### src/rtl/uart_tx_controller.sv
// uart_tx_controller: memory-mapped 8N1 UART transmitter, LSB first.
//
// Register block at BASE_ADDR (byte offsets):
//   +0x0 DATA   (W)   byte to send, needs tx_be[0]; reads 0
//   +0x4 STATUS (R/W) bit0 busy, bit1 overrun, bit2 int pending,
//                     bit3 parity build; any write clears overrun
//   +0x8 DIV    (R/W) [15:0] bit period in clk cycles, needs tx_be[1:0]=2'b11,
//                     writes of 0/1 ignored, used from the next frame start
//
// Ports:
//   clk, rst_i        clock, synchronous active-high reset
//   tx_addres/tx_wdata/tx_be/we_d2  bus write path (we_d2 from address decoder)
//   out_reg_tx        combinational read data for tx_addres
//   int_fin_tx_i      interrupt-finished vector (bit INT_LINE used)
//   int_req_tx_o      level interrupt request (bit INT_LINE driven)
//   tx_o              serial line, idle high
//
// Build option: define UART_TX_PARITY_EN to insert an even-parity bit
// between the data bits and the stop bit (11-bit frame).
module uart_tx_controller #(
  parameter logic [31:0] BASE_ADDR   = 32'h8000_2000,
  parameter logic [15:0] DEFAULT_DIV = 16'd5208,
  parameter int unsigned INT_LINE    = 2
) (
  input  logic        clk,
  input  logic        rst_i,
  input  logic [31:0] tx_addres,
  input  logic [31:0] tx_wdata,
  input  logic [3:0]  tx_be,
  input  logic        we_d2,
  input  logic [31:0] int_fin_tx_i,
  output logic [31:0] int_req_tx_o,
  output logic        tx_o,
  output logic [31:0] out_reg_tx
);

`ifdef UART_TX_PARITY_EN
  typedef enum logic [2:0] {IDLE, START, DATA, PARITY, STOP} state_t;
  localparam logic PARITY_BUILD = 1'b1;
`else
  typedef enum logic [2:0] {IDLE, START, DATA, STOP} state_t;
  localparam logic PARITY_BUILD = 1'b0;
`endif

  state_t      state_q, state_d;
  logic [7:0]  shift_q, shift_d;
  logic [2:0]  bitcnt_q, bitcnt_d;
  logic [15:0] baud_q, baud_d;
  logic [15:0] period_q, period_d;
  logic [15:0] div_q;
  logic        parity_q, parity_d;
  logic        overrun_q;
  logic        int_q;
  logic        tx_q, tx_d;
  logic        frame_done;
  logic        bit_end;
  logic        busy;

  logic [31:0] offset;
  logic        sel_data, sel_status, sel_div;
  logic        data_wr, status_wr, div_wr;

  assign offset     = tx_addres - BASE_ADDR;
  assign sel_data   = (offset == 32'h0);
  assign sel_status = (offset == 32'h4);
  assign sel_div    = (offset == 32'h8);

  assign data_wr    = we_d2 & sel_data & tx_be[0];
  assign status_wr  = we_d2 & sel_status;
  assign div_wr     = we_d2 & sel_div & (tx_be[1:0] == 2'b11) & (tx_wdata[15:0] > 16'd1);

  assign busy    = (state_q != IDLE);
  assign bit_end = (baud_q == period_q - 16'd1);

  always_comb begin
    state_d    = state_q;
    shift_d    = shift_q;
    bitcnt_d   = bitcnt_q;
    baud_d     = baud_q;
    period_d   = period_q;
    parity_d   = parity_q;
    frame_done = 1'b0;

    if (state_q != IDLE) begin
      baud_d = bit_end ? 16'd0 : baud_q + 16'd1;
    end

    case (state_q)
      IDLE: begin
        if (data_wr) begin
          state_d  = START;
          shift_d  = tx_wdata[7:0];
          parity_d = ^tx_wdata[7:0];
          bitcnt_d = '0;
          baud_d   = '0;
          period_d = div_q;
        end
      end
      START: begin
        if (bit_end) state_d = DATA;
      end
      DATA: begin
        if (bit_end) begin
          shift_d  = {1'b0, shift_q[7:1]};
          bitcnt_d = bitcnt_q + 3'd1;
          if (bitcnt_q == 3'd7) begin
`ifdef UART_TX_PARITY_EN
            state_d = PARITY;
`else
            state_d = STOP;
`endif
          end
        end
      end
`ifdef UART_TX_PARITY_EN
      PARITY: begin
        if (bit_end) state_d = STOP;
      end
`endif
      STOP: begin
        if (bit_end) begin
          state_d    = IDLE;
          frame_done = 1'b1;
        end
      end
      default: state_d = IDLE;
    endcase

    // Line level is decoded from the next state so tx_o comes straight off a flop.
    tx_d = 1'b1;
    case (state_d)
      START:   tx_d = 1'b0;
      DATA:    tx_d = shift_d[0];
`ifdef UART_TX_PARITY_EN
      PARITY:  tx_d = parity_d;
`endif
      default: tx_d = 1'b1;
    endcase
  end

  always_ff @(posedge clk) begin
    if (rst_i) begin
      state_q   <= IDLE;
      shift_q   <= '0;
      bitcnt_q  <= '0;
      baud_q    <= '0;
      period_q  <= DEFAULT_DIV;
      div_q     <= DEFAULT_DIV;
      parity_q  <= 1'b0;
      overrun_q <= 1'b0;
      int_q     <= 1'b0;
      tx_q      <= 1'b1;
    end else begin
      state_q  <= state_d;
      shift_q  <= shift_d;
      bitcnt_q <= bitcnt_d;
      baud_q   <= baud_d;
      period_q <= period_d;
      parity_q <= parity_d;
      tx_q     <= tx_d;
      if (div_wr) div_q <= tx_wdata[15:0];
      // A DATA write is dropped whenever a frame is in flight, including
      // the final stop cycle.
      if (data_wr && busy) overrun_q <= 1'b1;
      else if (status_wr)  overrun_q <= 1'b0;
      // Frame completion wins over a coincident int_fin.
      int_q <= frame_done | (int_q & ~int_fin_tx_i[INT_LINE]);
    end
  end

  assign tx_o = tx_q;

  always_comb begin
    int_req_tx_o           = '0;
    int_req_tx_o[INT_LINE] = int_q;
  end

  always_comb begin
    out_reg_tx = '0;
    if (sel_status) out_reg_tx[3:0] = {PARITY_BUILD, int_q, overrun_q, busy};
    if (sel_div)    out_reg_tx[15:0] = div_q;
  end

  logic unused_bits;
  assign unused_bits = ^{tx_wdata[31:16], tx_be[3:2], int_fin_tx_i};

endmodule
### config.mk
export PLATFORM = sky130hd
export DESIGN_NAME = uart_tx_controller
export DESIGN_NICKNAME = d
export VERILOG_FILES = /design/src/rtl/uart_tx_controller.sv
export SDC_FILE = /design/constraint.sdc
export NUM_CORES = 1
export LEC_CHECK = 0
export CAP_MARGIN = 20
export CORE_UTILIZATION = 41
export CTS_BUF_LIST = sky130_fd_sc_hd__clkbuf_8
export CTS_CLUSTER_SIZE = 28
export DETAILED_ROUTE_END_ITERATION = 7
export PLACE_DENSITY_LB_ADDON = 0.1
export RECOVER_POWER = 100
export SETUP_SLACK_MARGIN = 0.1
export SLEW_MARGIN = 25
export SYNTH_ARGS = -nofsm -noshare
export SYNTH_HDL_FRONTEND = slang
export SYNTH_SLANG_ARGS = --single-unit
### constraint.sdc
create_clock -name clk -period 3.1 [get_ports clk]
set_input_delay 0.465 -clock clk [delete_from_list [all_inputs] [get_ports clk]]
set_output_delay 0.465 -clock clk [all_outputs]
set_load 0.05 [all_outputs]
* After elaboration in Yosys (flattened, before gate mapping)
Index checks and enable logic that the tools add are counted.
** Operators by class
- Reductions and logical operators :: 8
- Muxes and demuxes :: 23
- Add/sub/neg operators :: 4
- Order comparisons :: 1
- Equality and inequality tests :: 12
- Bitwise logic cells :: 9
** Operators by type and width (number)
- $mux 16 :: 5
- $eq 32x3->1 const B :: 1
- $eq 32x4->1 const B :: 1
- $logic_not 32->1 :: 1
- $sub 32x32->32 const B :: 1
- $mux 3 :: 8
- $add 16x1->16 const B :: 1
- $eq 16x16->1 :: 1
- $gt 16x1->1 const B :: 1
- $mux 8 :: 2
- $pmux 8 s2 :: 1
- $sub 16x1->16 const B :: 1
- $pmux 3 s4 :: 1
- $eq 3x2->1 const B :: 3
- $and 1x1->1 :: 7
- $eq 3x1->1 const B :: 2
- $pmux 3 s2 :: 1
- $mux 1 :: 4
- $ne 2x2->1 const B :: 2
- $reduce_bool 2->1 :: 2
- $add 3x1->3 const B :: 1
- $eq 3x3->1 const B :: 1
- $logic_not 3->1 :: 1
- $reduce_and 3->1 :: 1
- 7 further kinds :: 7
** Storage, ports and cells
- Flip-flop bits (word level) :: 65

* Depth between registers and ports, before layout
Gate-level depths: netlist (run 1).
- Depth after elaboration :: 8
- Mapped depth :: 12
- Depth with buffers taken out :: 10

* Worst setup path before layout (run 1)
No wires, ideal clock.
- Path type :: in2out
- From :: input tx_addres[13]
- To :: output out_reg_tx[10]
- Data arrival time :: 2.845 ns
- Setup slack :: -0.210 ns
- Path buffers :: 1
- Stages on the path :: 9
- Required time :: 2.635 ns
- Path through :: inv_1 -> ha_1 -> or4b_1 -> nand4b_1 -> nor4_1 -> o22ai_1 -> nor3_1 -> clkbuf_1 -> and2_1
** On the way
- Longest elaborated chain between the ends :: 3
** Ends and longest elaborated chain
- from (decl) :: RTL line 27 : input logic [31:0] tx_addres,
- $sub 32x32->32 :: RTL line 63 : assign offset = tx_addres - BASE_ADDR;
- $eq 32x4->1 :: RTL line 66 : assign sel_div = (offset == 32'h8);
- $mux 16 :: RTL line 181 : if (sel_div) out_reg_tx[15:0] = div_q;
- to (decl) :: RTL line 34 : output logic [31:0] out_reg_tx
No other way between the ends.

* Worst setup path in the final report (run 1)
- From :: input tx_addres[13]
- To :: output out_reg_tx[3]
Same word-level chain as after synthesis.

==> impl_results.md, run 1 <==
- Status: finished, final reports clean
- Final Max Slew Viols: 0
- CTS tree: built
- Root Driver: clkbuf_8
- Synth async-reset ratio: 0
- Die area: between 10,000 and 15,000 µm²
- Vias in the first global route: between 3k and 4k
- Num CTS Buffers: 9
- Synth area leaders: dfxtp_1 31%, buf_4 9.0%, nor2_1 5.6%, mux2i_1 5.3%, xnor2_1 3.8%
- DRC: 0
- Critical Path Start: tx_addres[13]
- #FFs+latches synth: 65
- Top-area cell type share of the netlist area: 0.312
- CP max stage cell: or4b_4
- Global-route wire length before repair: between 15,000 and 20,000 µm
- CP max stage delay: around 460 ps
- Max clock buf depth: 2
- Detailed Route WL: between 10,000 and 15,000 µm
- Prevailing post-synth register cell: dfxtp_1
- Avg Synthesized Cell Area: between 8 and 9 µm²
- Clk pin slew, worst setup/hold paths: roughly 70 ps
- Synth unique cells: 65
- Final period util: 0.982
- Worst skew pair latency: approximately 350 ps
- Reg-to-Reg End: int_q
- Pleak: 2.22 nW
- Initial core utilization: 0.425
- Post-place setup slack: -407 ps
- Data required, critical path: approximately 2600 ps
- CP Launch Type: input pin
- Net count reported at finish: ~720
- Post-route minimum period: approximately 3000 ps
- Clock skew: between 10 and 15 ps
- DR vias/cell: ~5
- Inst Count DP: 722
- Largest net degree at the start of global routing: 52
- I/O Pins: 168
- Clk sink count: 65
- Worst R2R Start: period_q[1]
- Vias: roughly 3.9k
- Core ar.: approximately 9800 µm²
- IO buf count: 71
- Area leader, netlist: dfxtp_1
- Final Wtd Congestion: ~0.82
- Antenna viol nets, final: 0
- Post-synthesis sequential area ratio: 0.312
- Layout cells sized above 1: 0.260
- Final worst slack: 56.3 ps
- Syn-to-layout area delta: 42.0%
- Pwr dens: 345 nW/µm²
- GRT Total Usage: 0.222
- Total Neg Setup Slack: 0 ps
- Cell count after synthesis: between 500 and 600
- Critical setup path kind: input pin to output pin
- Slew HR: 0.357
- Crit-path max FO: 7
- Average wire per standard cell: between 10 and 15 µm
- Setup slack, reg-to-reg: approximately 140 ps
- FMAX: approximately 0.33 GHz
- Worst reg-to-reg path cell count: 10
- Max rail drop VDD: 0.000271 V
- Final core occ: 0.604
- Cell row count: 36
- MaxCap Viol Count: 0
- Worst Max-Slew Pin Slew: around 960 ps
- Post-detail-place hpwl: just over 8000 µm
- Diode count: 0
- DIE HEIGHT: just over 100 µm
- CTS hold repair buffers: 0
- First-iteration detailed-routing DRC count: 176
- Final setup viols: 0
- Worst-path cell chain: buf_8 > inv_4 > ha_4 > or4b_4 > nand4b_1 > nor4_2 > o22ai_2 > nor3_4 > buf_6 > and2_4 > buf_12
- Initial antenna violation count: 0
- Critical Path End Type: output pin
- Warnings, synthesis: 0
- HP Class: register to register
- Final Hold Fails: 0
- Netlist Area Pre-Place: between 4000 and 5000 µm²
- Hold WS: between 400 and 500 ps
- Post-synth EDFFs: 0
- Non-filler cells, final: approximately 750
- Crit path DAT: ~2600 ps
- GR Overflow Total: 0
- Worst setup endpoint: out_reg_tx[3]
- Most frequent cells in the layout: 61 x nor2_1, 61 x dfxtp_1, 48 x conb_1, 46 x buf_4, 44 x clkdlybuf4s50_1
- Die W: 103 µm
- RSZ-0062 raised after global routing: yes
- H-Tree Depth: 3
- Initial DRT Pass Iterations: 4
## logic make-up after synthesis
| group | count (synthesis) | synth area share |
|---|---|---|
| AO/OA/AOI/OAI | 80 | 0.137 |
| XOR/XNOR | 36 | 0.0788 |
| adder cells (fa/ha/maj) | 5 | 0.0150 |
| buffers and inverters | 87 | 0.131 |
| flip-flops | 65 | 0.312 |
| multiplexers | 22 | 0.0527 |
| other | 1 | 0.000898 |
| AND/OR/NAND/NOR | 206 | 0.274 |
## stage by stage
step	power [W]	area, µm²
after floorplan	0.00108	4400
after global placement	0.00113	5300
after detailed placement	0.00113	5300
after CTS	0.00205	5770
after global routing	0.00212	5930
final	0.00205	5930
## synthesized netlist by cell type (13+ instances only)
| cell type | instances |
|---|---|
| nor2_1 | 62 |
| xnor2_1 | 18 |
| xor2_1 | 17 |
| and2_1 | 14 |
| nand2_1 | 20 |
| mux2i_1 | 22 |
| dfxtp_1 | 65 |
| buf_4 | 50 |
| a21oi_1 | 23 |
| clkbuf_1 | 14 |
| nand4_1 | 20 |
| nor4_1 | 13 |
## final cells by class
cell class | count | area [µm²]
Inverter | 12 | 50.0
Multi-Input combinational cell | 397 | 2740
Fill cell | 896 | 3890
Clock buffer | 9 | 124
Tap cell | 133 | 166
Sequential cell | 65 | 1310
Clock inverter | 7 | 125
Timing Repair Buffer | 130 | 1420
## critical path: cells and delay by family
kind                     cells  cell delay (ps)
AO/OA/AOI/OAI                1              180
adder cells (fa/ha/maj)      1              120
buffers and inverters        4              470
AND/OR/NAND/NOR              5             1340
## sequential cells by signal, summed over array words and instances, names as in the netlist
signal	cells
bitcnt_q	3
tx_o	1
period_q	16
baud_q	16
shift_q	8
div_q	16
state_q	3
overrun_q	1
int_q	1
## what timing repair did
item                                    in CTS  in global routing
pin swaps                                   14                 17
endpoints found under the setup margin      50                 63
gates resized for setup                     48                 34
cloned                                       2                  1
setup buffers                               10                  4
## worst min path at each step
stage / start / to / slack (ps) / cells after the start
final: shift_q[4] / shift_q[4] / 450 / 2
after global routing: shift_q[4] / shift_q[4] / 480 / 2
after CTS: shift_q[4] / shift_q[4] / 450 / 2
after detailed placement: shift_q[4] / shift_q[4] / 440 / 2
after global placement: shift_q[3] / shift_q[3] / 440 / 2
after floorplan: shift_q[2] / shift_q[2] / 430 / 2
## routing by layer
metal	vias up	track usage	share of wire
met5	-	0	0
met4	0	0.0574	0.011
met3	8	0.0386	0.031
met2	89	0.361	0.47
met1	1850	0.305	0.49
li1	1930	-	-
## power breakdown
group	internal, W	switching [W]
logic	0.0000895	0.000192
clock network	0.000544	0.000379
registers	0.000837	0.00000510
total	0.00147	0.000576
Power figures use the tool's default switching activity.
==> run 2, diff against run 1 <==
--- a/config.mk
+++ b/config.mk
@@ -17,3 +17,4 @@
 export SYNTH_ARGS = -nofsm -noshare
 export SYNTH_HDL_FRONTEND = slang
 export SYNTH_SLANG_ARGS = --single-unit
+export TNS_END_PERCENT = 50
==> run 2 against run 1 <==
Hold slack worse by 0.85 ps. Global-route usage down 0.11 points. Maximum frequency barely moved. Critical path depth stayed put. Largest cell class unchanged. First-iteration DRC count did not move. Routed wire length fell by 1.8%.
==> impl_results.md, run 2 (same netlist as run 1, synthesis figures left out) <==
- Critical Path End Type: output pin
- Vias in the first global route: 3,620 (-0.47%)
- Die W: 103 µm (unchanged)
- Final Hold Fails: 0 (unchanged)
- I/O Pins: 168 (unchanged)
- Inst Count DP: 722 (unchanged)
- CP Launch Type: input pin
- Critical Path Start: tx_addres[13]
- MaxCap Viol Count: 0 (unchanged)
- Vias: 3,858 (-0.49%)
- Pwr dens: 348 nW/µm² (+0.86%)
- Flip-flop and latch area: 1300 µm² (-0.38%)
- GR Overflow Total: 0 (unchanged)
- CP max stage delay: 460 ps (about the same)
- IO buf count: 71 (unchanged)
- Slew HR: 0.367 (+0.00930)
- DRC: 0 (unchanged)
- Final setup viols: 0 (unchanged)
- Worst R2R Start: period_q[6]
- Biggest regs: baud_q: 16 flops, div_q: 16 flops, period_q: 16 flops
- Multi-input gate area: 2710 µm² (-1.1%)
- Root Driver: clkbuf_8
- Detailed Route WL: 11,100 µm (-1.8%)
- RSZ-0062 raised after global routing: yes
- Worst-path cell chain: buf_8 > inv_4 > ha_4 > or4b_4 > nand4b_1 > nor4_2 > o22ai_2 > nor3_4 > buf_6 > and2_4 > buf_12
- Critical setup path kind: input pin to output pin
- CTS tree: built
- Diode count: 0 (unchanged)
- CP max stage cell: or4b_4
- CTS hold repair buffers: 0 (unchanged)
- Clock skew: 11.7 ps (-2.52 ps)
- Core ar.: 9820 µm² (unchanged)
- DIE HEIGHT: 103 µm (unchanged)
- Non-filler cells, final: 750 (-0.40%)
- Most common cell after layout, fill and taps aside: dfxtp_1
- H-Tree Depth: 3 (unchanged)
- Final Wtd Congestion: 0.821 (unchanged)
- Clk pin slew, worst setup/hold paths: 70 ps (about the same)
- First-iteration detailed-routing DRC count: 176 (unchanged)
- DR vias/cell: 5.14 (about the same)
- HP Class: register to register
- Crit-path max FO: 7 (unchanged)
- Average wire per standard cell: 14.8 µm (-1.4%)
- Initial core utilization: 0.425 (unchanged)
- Filler cells: 921 (+2.8%)
- Worst Max-Slew Pin Slew: 950 ps (-14.0 ps)
- Hold WS: 452 ps (-0.849 ps)
- Final Max Slew Viols: 0 (unchanged)
- Hold Startpoint: shift_q[4]
- Worst skew pair latency: 350 ps (about the same)
- Largest net degree at the start of global routing: 52 (unchanged)
- Initial DRT Pass Iterations: 5 (+1)
- Crit path DAT: 2580 ps (about the same)
- GRT Total Usage: 0.221 (-0.00115)
- Cell row count: 36 (unchanged)
- Num CTS Buffers: 9 (unchanged)
- Syn-to-layout area delta: 40.5%
- Most frequent cells in the layout: 65 x dfxtp_1, 61 x nor2_1, 48 x conb_1, 45 x buf_4, 44 x clkdlybuf4s50_1
- Layout cells sized above 1: 0.238 (-0.0214)
- Net count reported at finish: 720 (-0.41%)
- Initial antenna violation count: 0 (unchanged)
- Die area: 10,600 µm² (unchanged)
- Max rail drop VDD: 0.000259 V (-4.6%)
- Status: finished, final reports clean
- Max clock buf depth: 2 (unchanged)
- Post-detail-place hpwl: 8100 µm (unchanged)
- Antenna viol nets, final: 0 (unchanged)
- Clk sink count: 65 (unchanged)
- Data required, critical path: 2630 ps (about the same)
- Final period util: 0.981 (about the same)
- Post-route minimum period: 3040 ps (-1.10 ps)
- FMAX: 0.329 GHz (about the same)
- Pleak: 2.21 nW (-0.35%)
- Global-route wire length before repair: 17,900 µm (-0.58%)
## run 2: changes by cell type in the layout (fill, tap and decap cells not counted), moves of 2 or more
cell	before	now
buf_6	7	5
dfxtp_1	61	65
inv_1	8	10
dfxtp_2	4	0
inv_2	2	0
## run 2: layout make-up
cell class / count / area share
clock buffer: 9 / 0.0211
clock inverter: 7 / 0.0213
inverter: 12 / 0.00853
multi-input combinational: 397 / 0.462
sequential: 65 / 0.222
tap: 133 / 0.0284
timing repair buffer: 127 / 0.237
## run 2: through the flow
step | cell area (µm²) | setup TNS, ps | utilization | worst slack, ps | power (W)
after global placement | 5300 | -16160 | 0.540 | -348 | 0.00113
final | 5860 | 0 | 0.597 | 57.4 | 0.00204
after CTS | 5750 | 0 | 0.585 | 12.2 | 0.00205
after detailed placement | 5300 | -19750 | 0.540 | -407 | 0.00113
after floorplan | 4400 | 0 | - | 109 | 0.00108
after global routing | 5860 | -415 | 0.597 | -45.6 | 0.00212
## run 2: path summary, 6_finish.rpt
kind	slack, ps	end	cells past startpoint
max	60	out_reg_tx[3]	11
min	450	shift_q[4]	2
max reg2reg	200	baud_q[4]	10
min reg2reg	450	shift_q[4]	2
## run 2: critical path: cells and delay by family
kind	cells	cell delay, ps
buf+inv	4	470
simple gates	5	1340
fa+ha+maj	1	120
compound gates	1	180
## run 2: repair_timing
| action | 4_1_cts | 5_1_grt |
|---|---|---|
| pin swaps | 13 | 6 |
| setup endpoints to repair | 50 | 63 |
| gates cloned | 2 | 1 |
| buffers inserted | 7 | 4 |
| gates resized for setup | 48 | 19 |
## run 2: routing by layer
layer | up-vias | wire (µm) | global-route usage
met4 | 0 | 104 | 0.0574
met2 | 99 | 5220 | 0.357
met3 | 7 | 506 | 0.0386
met5 | - | 0 | 0
li1 | 1924 | - | -
met1 | 1828 | 5230 | 0.304
## run 2: power breakdown
part           switching [W]  internal (W)  total (W)
clock               0.000374      0.000544   0.000918
sequential        0.00000503      0.000837   0.000842
combinational       0.000191     0.0000900   0.000281
total               0.000570       0.00147    0.00204
==> run 3, diff against run 2 <==
--- a/config.mk
+++ b/config.mk
@@ -7,7 +7,7 @@
 export LEC_CHECK = 0
 export CAP_MARGIN = 20
 export CORE_UTILIZATION = 41
-export CTS_BUF_LIST = sky130_fd_sc_hd__clkbuf_8
+export CTS_BUF_LIST = sky130_fd_sc_hd__clkbuf_2 sky130_fd_sc_hd__clkbuf_4 sky130_fd_sc_hd__clkbuf_8
 export CTS_CLUSTER_SIZE = 28
 export DETAILED_ROUTE_END_ITERATION = 7
 export PLACE_DENSITY_LB_ADDON = 0.1
==> results of run 3 <==
Same layout as run 2: the final DEF is identical, and so are final timing and power.
